### config.mk
export PLATFORM = sky130hd
export DESIGN_NAME = call_stack
export DESIGN_NICKNAME = d
export VERILOG_FILES = /design/src/rtl/call_stack.sv
export SDC_FILE = /design/constraint.sdc
export NUM_CORES = 1
export LEC_CHECK = 0
export BUFFER_PORTS_ARGS = -buffer_cell sky130_fd_sc_hd__buf_4
export CAP_MARGIN = 30
export CORE_MARGIN = 3
export CORE_UTILIZATION = 40
export CTS_CLUSTER_SIZE = 16
export DETAILED_ROUTE_END_ITERATION = 8
export GPL_ROUTABILITY_DRIVEN = 1
export GPL_TIMING_DRIVEN = 0
export HOLD_SLACK_MARGIN = 0.1
export PLACE_DENSITY = 0.63
export SYNTH_ARGS = -nofsm -noshare
export SYNTH_HDL_FRONTEND = slang
export SYNTH_SLANG_ARGS = --single-unit
### constraint.sdc
create_clock -name clk -period 4.84 [get_ports clk]
set_input_delay 0.968 -clock clk [delete_from_list [all_inputs] [get_ports clk]]
set_output_delay 0.968 -clock clk [all_outputs]
set_load 0.01 [all_outputs]
### src/rtl/call_stack.sv
// call_stack: return-address LIFO for CALL/RET. It registers next_pc and redirect for the fetch-path PC mux.
module call_stack #(
    parameter int DEPTH = 8,
    parameter int AW    = 8,
    parameter int CW    = 4
) (
    input  logic          clk,
    input  logic          rst_n,
    input  logic          i_en,
    input  logic          i_call,
    input  logic          i_ret,
    input  logic [AW-1:0] i_pc,
    input  logic [AW-1:0] i_addr,
    input  logic          i_clr_err,
    output logic [AW-1:0] o_next_pc,
    output logic          o_redirect,
    output logic [AW-1:0] o_top,
    output logic [CW-1:0] o_count,
    output logic          o_full,
    output logic          o_empty,
    output logic          o_ovf,
    output logic          o_udf,
    output logic          o_conflict
);
    localparam int PW = $clog2(DEPTH);

    logic [AW-1:0] r_mem [DEPTH];
    logic [CW-1:0] r_sp;
    logic [AW-1:0] r_next_pc;
    logic          r_redirect, r_ovf, r_udf, r_conflict;

    logic [AW-1:0] w_ret_addr;
    logic [PW-1:0] w_top_idx;
    logic          w_full, w_empty, w_push, w_pop;

    assign w_ret_addr = i_pc + AW'(1);
    assign w_top_idx  = PW'(r_sp - CW'(1));
    assign w_full     = r_sp == CW'(DEPTH);
    assign w_empty    = r_sp == '0;
    assign w_push     = i_en & i_call & ~i_ret & ~w_full;
    assign w_pop      = i_en & i_ret & ~i_call & ~w_empty;

    // Storage is deliberately not reset; top masks stale entries when empty.
    always_ff @(posedge clk) begin
        if (w_push) r_mem[PW'(r_sp)] <= w_ret_addr;
    end

    always_ff @(posedge clk or negedge rst_n) begin
        if (!rst_n) begin
            r_sp       <= '0;
            r_next_pc  <= '0;
            r_redirect <= 1'b0;
            r_ovf      <= 1'b0;
            r_udf      <= 1'b0;
            r_conflict <= 1'b0;
        end else if (i_en) begin
            r_next_pc  <= w_push ? i_addr : w_pop ? r_mem[w_top_idx] : w_ret_addr;
            r_redirect <= w_push | w_pop;
            r_sp       <= w_push ? r_sp + CW'(1) : w_pop ? r_sp - CW'(1) : r_sp;
            // A new error in the same cycle as clr_err keeps the flag set.
            r_ovf      <= (i_call & ~i_ret & w_full) | (r_ovf & ~i_clr_err);
            r_udf      <= (i_ret & ~i_call & w_empty) | (r_udf & ~i_clr_err);
            r_conflict <= (i_call & i_ret) | (r_conflict & ~i_clr_err);
        end else begin
            r_redirect <= 1'b0;
        end
    end

    assign o_next_pc  = r_next_pc;
    assign o_redirect = r_redirect;
    assign o_top      = w_empty ? '0 : r_mem[w_top_idx];
    assign o_count    = r_sp;
    assign o_full     = w_full;
    assign o_empty    = w_empty;
    assign o_ovf      = r_ovf;
    assign o_udf      = r_udf;
    assign o_conflict = r_conflict;
endmodule

======== Word-level counts from Yosys, hierarchy flattened ========
Memory sizes are Yosys's and may differ from the RTL's.
Index checks and enable logic that the tools add are counted.
cells by class
  add/sub/neg operators ................... 3
  eq/ne operators ......................... 1
  muxes and demuxes ....................... 8
  bitwise operators ....................... 23
  reduce and logical (&&, ||, !) cells .... 3
operator list
  operator                                                             count
  8-bit 2-to-1 mux                                                     3
  1-bit AND                                                            14
  8-bit by 1-bit adder with 8-bit output (second input constant)       1
  4-bit 2-to-1 mux                                                     2
  1-bit NOT                                                            5
  4-bit by 1-bit adder with 4-bit output (second input constant)       1
  4-bit == test (second input constant)                                1
  4-bit logical NOT                                                    1
  1-bit bitwise OR                                                     4
  4-bit by 1-bit subtractor with 4-bit output (second input constant)  1
  1-bit 2-to-1 mux                                                     3
  2-bit AND reduction                                                  1
  2-bit nonzero test                                                   1
storage, ports and cells
  flip-flop bits (word level) ............. 16
  memory bits (writable) .................. 64
  input bits .............................. 22
  output and inout port bits .............. 26
  logic and storage cells ................. 45
  memories kept ........................... 1
memories
  memory  words  width  read ports  clocked after Yosys merged registers in  wr ports  line  source
  r_mem   8      8      1           0                                        1         27    logic [AW-1:0] r_mem [DEPTH];

======== Logic depth before layout (Yosys ltp) ========
Gate-level depths: netlist of the first run.
  depth in word-level cells ............... 5
  depth in mapped cells ................... 10
  mapped depth without buffers ............ 7

======== Worst setup path before layout of the first run ========
OpenSTA, ideal clock, no wires.
  path kind ............................... register to output
  from .................................... register r_sp[0] (netlist: o_count[0])
  to ...................................... output o_top[1]
  arrival ................................. 2353 ps
  required time ........................... 3872 ps
  setup slack ............................. 1519 ps
  stages on the path, launching flop included .. 10
  path buffers ............................ 3
  cell sequence ........................... dfrtp_1 -> buf_2 -> inv_1 -> buf_8 -> ha_1 -> xor2_2 -> buf_6 -> mux4_1 -> mux2i_1 -> nor2_1
between the ends
  word-level cells in the longest chain between the ends .. 3
  elaborated cells between the ends (all ways) .. 4
  those cells by class .................... add/sub (1); mux (1); reduce/logical (1); memory (1)
RTL lines
  item                                         line  source
  from (decl)                                  28    logic [CW-1:0] r_sp;
  from (signal assigned)                       59    r_sp <= w_push ? r_sp + CW'(1) : w_pop ? r_sp - CW'(1) : r_sp;
  4-bit by 1-bit subtractor with 4-bit output  -
  memory read 8 x 8 bit                        -
  8-bit 2-to-1 mux *                           71    assign o_top = w_empty ? '0 : r_mem[w_top_idx];
  to (decl)                                    17    output logic [AW-1:0] o_top,
Mark *: on every way between the ends. The rest lies on a longest branch, timed or not.

======== Worst setup path in the final report of the first run ========
  from .................................... register r_sp[0] (netlist: o_count[0])
  to ...................................... output o_top[2]
The elaborated chain is that of the path after synthesis.

==> run summary, run 1 <==
Die Y-Extent = 101.0 microns
Setup violations, final = 0
grt ovf = 0
fin. max-slew vios = 0
Remaining DRCs = 0
Post-synth ARST share = 20.00%
Longest Clk Path Bufs = 2
H-tree levels = 3
Comb pwr share = 46.8%
largest area contributor in the netlist = edfxtp_1
Inserted Clock Buffers = 9
Lkg Pwr = 1.687 nW
crit path DAT = 3.28 ns
largest net degree at the start of global routing = 17
gpl congestion = 0.8293
Post-CTS Setup Bufs = 0
crit path kind = register to output pin
Achievable Freq = 235.3 MHz
Final nets = 319
Starting Density = 41.19%
Clock power frac = 18.3%
vias in the first global route = 2211
clk sinks = 80
minimum clock period = 4.249 ns
CTS tree = built
GRT Util Overall = 17.08%
antenna-violating nets left = 0
# rows = 34
die area = 10200 sq um
DIE WIDTH = 101.0 microns
Worst-path clk slew = 0.09 ns
first-pass GRT wire length = 12700 microns
multi-input logic area = 1204 sq um
post-synth cell types = 44
status = complete, no violations
FF+latch count, synth = 80
Final HPWL DP = 5768 microns
Hold Crit Class = primary input to asynchronous set/reset pin
Critical Path Start Type = register
CP max FO = 10
CP startpoint = o_count[0]$_DFFE_PN0P_
Synth-to-Final Area Change = 19.34%
number of flops mapped to enable cells by yosys = 64
Mapped Cells = 235
Port Buffers = 47
core area = 8763 sq um
I/O pin count = 48
pwr dens = 565.4 nW/um^2
share of layout cells above drive strength 1 = 28.09%
Worst Tran Pin Value = 0.9022 ns
switching share of total power = 36.52%
wire per inst = 20.16 microns
Pre-antenna DRT Iters = 4
Int Pwr = 1.546 mW
WP data required = 3.87 ns
Syn Nets = 260
Clk Latency, worst-skew pair = 0.35 ns
clock root buffer = clkbuf_8
RSZ-0062 raised after global routing = false
number of hold buffers added after CTS = 0
clock skew = 0.006034 ns
Sw Pwr = 889.6 uW
Synth area leaders = edfxtp_1 (53%), dfrtp_1 (11%), mux4_1 (8.0%), mux2i_1 (4.7%), nand2_1 (1.7%)
Final Instance Area = 4308 sq um
Critical Path End Type = output pin
DRT iter0 DRCs = 82
vias per inst = 5.430
Reg power frac = 34.9%
Register Area = 2322 sq um
Ys Warns = 0
fin crit share = 87.80%
Vias = 2210
Mapped Area = 3610 sq um
Placed Area = 4131 sq um
total power = 2.436 mW
max_slew headroom = 39.53%
worst r2r src = o_count[0]$_DFFE_PN0P_
post-route setup TNS = 0 ns
top_reg_cell synth = edfxtp_1
final hold violation count = 0
VDD IR-drop max = 147.7 uV
sequential fraction of the synthesis area = 64.33%
post-cts resize count = 0
Avg Synthesized Cell Area = 15.36 sq um
Synth top area share = 53.24%
initial antenna violation count = 0
max_cap viols = 0
final WL = 8204 microns
antenna cells = 0
fill cell count = 761
[power groups by stage]
stage	combinational [mW]	sequential (mW)	clock (mW)
floorplan	0.709	0.875	0
global placement	1.12	0.865	0
detailed placement	1.15	0.866	0
CTS	1.15	0.851	0.461
global route	1.24	0.859	0.481
finish	1.14	0.850	0.447
[layout by cell type (no fill, tap or decap), types with 5 or more instances in the layout]
master    Yosys  routed
nand2_1      16      16
buf_2         7       7
dfrtp_1      16      16
nand3_1       5       5
edfxtp_1     64      64
xor2_1        6       6
mux4_1       11      11
nor2_1       14      14
nand2b_1      7       7
mux2i_1      17      17
inv_1         9       9
clkbuf_8      0       9
o31ai_1       6       6
buf_4         1      49
[routing by layer]
layer | track usage [%] | up-vias | share of wire, %
li1 | - | 1031 | -
met1 | 23.92 | 1086 | 44
met2 | 25.87 | 84 | 47
met3 | 3.529 | 9 | 8.0
met4 | 7.362 | 0 | 1.1
met5 | 0 | - | 0
[metrics by stage]
stage	util (%)	hold WS [ns]	setup slack, ns	std cells
after floorplan	-	0.5119	1.519	235
after global placement	46.76	0.4717	0.9102	390
after detailed placement	47.14	0.4868	0.9623	391
after CTS	49.16	0.4547	0.5644	407
after global routing	49.16	0.4642	0.3768	407
final	49.16	0.4613	0.5906	407
[critical path: stages (launching register included)]
cell     delay (ns)
dfrtp_1        0.40
buf_2          0.18
inv_1          0.14
buf_8          0.17
ha_1           0.31
xor2_2         0.42
buf_6          0.24
mux4_1         0.58
mux2i_1        0.25
nor2_1         0.08
buf_4          0.15
[synthesized netlist by cell type (all sizes together), types with 4 or more instances]
master / number
o21ai: 4
nand3: 5
nor2: 14
inv: 9
nand2b: 7
buf: 10
mux4: 13
mux2i: 17
dfrtp: 16
xnor2: 4
nand2: 16
edfxtp: 64
a22oi: 4
o221ai: 4
xor2: 7
nor3: 5
o31ai: 6
[sequential cells by signal (all words and copies together) (netlist names)]
| signal | flops |
|---|---|
| o_next_pc | 8 |
| o_ovf | 1 |
| o_conflict | 1 |
| o_udf | 1 |
| r_mem | 64 |
| o_redirect | 1 |
| o_count | 4 |
[layout make-up]
class / instances / share of cell area [%]
Buffer: 12 / 1.772
Clock buffer: 9 / 2.875
Clock inverter: 7 / 1.220
Inverter: 9 / 0.7842
Multi-Input combinational cell: 134 / 27.94
Sequential cell: 80 / 53.91
Tap cell: 108 / 3.137
Timing Repair Buffer: 48 / 8.365
[kinds of logic (layout without fill, tap and decap cells)]
family,count (synthesis),count (layout),synth area share (%)
DFF,80,80,64.33
and+or+nand+nor,58,58,7.938
AOI/OAI and AO/OA,32,32,6.794
muxes,30,30,13.97
buffers and inverters,21,85,3.050
xor gates and xnor gates,11,11,2.877
adders and majority gates,3,3,1.040
[final timing paths]
kind,endpoint,slack (ns),cells after the start
hold reg to reg,o_conflict$_DFFE_PN0P_,0.50,1
setup reg to reg,r_mem[2][2]$_DFFE_PP_,1.81,9
min in group clk,o_conflict$_DFFE_PN0P_,0.50,1
hold / removal,o_next_pc[4]$_DFFE_PN0P_,0.46,1
max in group asynchronous,o_next_pc[7]$_DFFE_PN0P_,4.18,1
setup / recovery,o_top[2],0.59,10
Power figures use the tool's default switching activity.
==> run 2: changes to the inputs <==
PLACE_DENSITY = not set   (was 0.63)
PLACE_DENSITY_LB_ADDON = 0.25   (was not set)
==> run summary, run 2 (synthesis results as in run 1) <==
DRT iter0 DRCs = 120 (was 82)
Achievable Freq = 233.3 MHz (was 235.3 MHz)
gpl congestion = 0.7827 (was 0.8293)
total power = 2.406 mW (was 2.436 mW)
share of layout cells above drive strength 1 = 28.09% (unchanged)
Pre-antenna DRT Iters = 4 (unchanged)
switching share of total power = 36.03% (was 36.52%)
die area = 10200 sq um (unchanged)
clock root buffer = clkbuf_8 (unchanged)
I/O pin count = 48 (unchanged)
Final HPWL DP = 5735 microns (was 5768 microns)
Reg power frac = 35.5% (was 34.9%)
DIE WIDTH = 101.0 microns (unchanged)
RSZ-0062 raised after global routing = false (unchanged)
Die Y-Extent = 101.0 microns (unchanged)
antenna cells = 0 (unchanged)
final hold violation count = 0 (unchanged)
largest net degree at the start of global routing = 17 (unchanged)
Synth-to-Final Area Change = 19.13% (was 19.34%)
antenna-violating nets left = 0 (unchanged)
core area = 8763 sq um (unchanged)
post-cts resize count = 0 (unchanged)
max_cap viols = 0 (unchanged)
vias in the first global route = 2283 (was 2211)
H-tree levels = 3 (unchanged)
vias per inst = 5.484 (was 5.430)
Port Buffers = 47 (unchanged)
Worst Tran Pin Value = 0.9462 ns (was 0.9022 ns)
Setup violations, final = 0 (unchanged)
number of hold buffers added after CTS = 0 (unchanged)
Comb pwr share = 47.3% (was 46.8%)
clk sinks = 80 (unchanged)
Worst-path clk slew = 0.08 ns (was 0.09 ns)
Hold Crit Class = primary input to asynchronous set/reset pin (unchanged)
CP max FO = 10 (unchanged)
Clk Latency, worst-skew pair = 0.34 ns (was 0.35 ns)
worst r2r src = o_count[0]$_DFFE_PN0P_ (unchanged)
initial antenna violation count = 0 (unchanged)
most frequent cells in the layout = edfxtp_1 (64), buf_4 (50), mux2i_1 (17) (was edfxtp_1 (64), buf_4 (49), mux2i_1 (17))
status = complete, no violations (unchanged)
post-route setup TNS = 0 ns (unchanged)
Remaining DRCs = 0 (unchanged)
Int Pwr = 1.539 mW (was 1.546 mW)
fin crit share = 88.58% (was 87.80%)
fin. max-slew vios = 0 (unchanged)
grt ovf = 0 (unchanged)
worst hold margin = 0.4754 ns (was 0.4613 ns)
CTS tree = built (unchanged)
Post-CTS Setup Bufs = 0 (unchanged)
Clock power frac = 17.2% (was 18.3%)
minimum clock period = 4.287 ns (was 4.249 ns)
largest register by flop count = r_mem (unchanged)
wire per inst = 20.46 microns (was 20.16 microns)
clock skew = 0.01205 ns (was 0.006034 ns)
Starting Density = 41.19% (unchanged)
first-pass GRT wire length = 13070 microns (was 12700 microns)
crit path DAT = 3.32 ns (was 3.28 ns)
crit path kind = register to output pin (unchanged)
Sw Pwr = 867.0 uW (was 889.6 uW)
Lkg Pwr = 1.691 nW (was 1.687 nW)
Largest register FFs = 64 (unchanged)
commonest non-fill, non-tap cell in the layout = edfxtp_1 (unchanged)
VDD IR-drop max = 183.5 uV (was 147.7 uV)
WP data required = 3.87 ns (about the same)
final core occ = 49.07% (was 49.16%)
# rows = 34 (unchanged)
Inserted Clock Buffers = 9 (unchanged)
r2r setup slk = 1.76 ns (was 1.81 ns)
Longest Clk Path Bufs = 2 (unchanged)
CP startpoint = o_count[0]$_DFFE_PN0P_ (unchanged)
final WL = 8329 microns (was 8204 microns)
pwr dens = 559.6 nW/um^2 (was 565.4 nW/um^2)
Critical Path Start Type = register (unchanged)
max_slew headroom = 36.69% (was 39.53%)
Vias = 2232 (was 2210)
Final nets = 320 (was 319)
GRT Util Overall = 17.57% (was 17.08%)
Critical Path End Type = output pin (unchanged)
-- run 2: changes by cell type in the layout (fill, tap and decap cells not counted), sizes merged --
cell      change
buf           +1
clkinvlp      -1
inv           -3
clkinv        +3
-- run 2: metrics by stage --
| step | cells | setup slack [ns] | cell area [sq um] |
|---|---|---|---|
| floorplan | 235 | 1.519 | 3610 |
| global placement | 390 | 0.8642 | 4098 |
| detailed placement | 392 | 0.9200 | 4139 |
| CTS | 407 | 0.5515 | 4300 |
| global route | 407 | 0.3470 | 4300 |
| finish | 407 | 0.5528 | 4300 |
-- run 2: power groups by stage --
stage               sequential (mW)  combinational (mW)  clock (mW)
CTS                           0.854                1.15       0.422
finish                        0.854                1.14       0.415
floorplan                     0.875               0.709           0
global placement              0.866                1.13           0
detailed placement            0.869                1.15           0
global route                  0.863                1.23       0.450
-- run 2: layout make-up --
type,count,area [sq um]
fill,766,4463
sequential,80,2322
multi-input combinational,134,1204
timing repair buffer,49,367.9
tap,108,135.1
clock buffer,9,123.9
buffer,12,76.32
clock inverter,6,37.54
inverter,9,33.78
-- run 2: final timing paths --
check,end,depth (start not counted)
worst max-delay path,o_top[1],10
max in group asynchronous,o_redirect$_DFF_PN0_,1
worst min-delay path,o_udf$_DFFE_PN0P_,1
worst min register to register,o_udf$_DFFE_PN0P_,2
worst max register to register,r_mem[2][4]$_DFFE_PP_,9
min in group clk,o_udf$_DFFE_PN0P_,2
-- run 2: routing by layer --
metal  track usage, %  wire length [microns]  vias up
met5                0                      0        -
li1                 -                      -     1034
met1            23.26                   3570     1114
met3            3.253                    517        9
met2            29.27                   4122       75
met4            5.828                    119        0
-- run 2: critical path, cell delays in order, from the launching register on --
cell and delay, ns:
dfrtp_1 0.40, buf_2 0.19, inv_1 0.15, buf_8 0.18, ha_1 0.30, xor2_2 0.42, buf_6 0.24, mux4_1 0.60
mux2i_1 0.22, nor2_1 0.10, buf_4 0.16
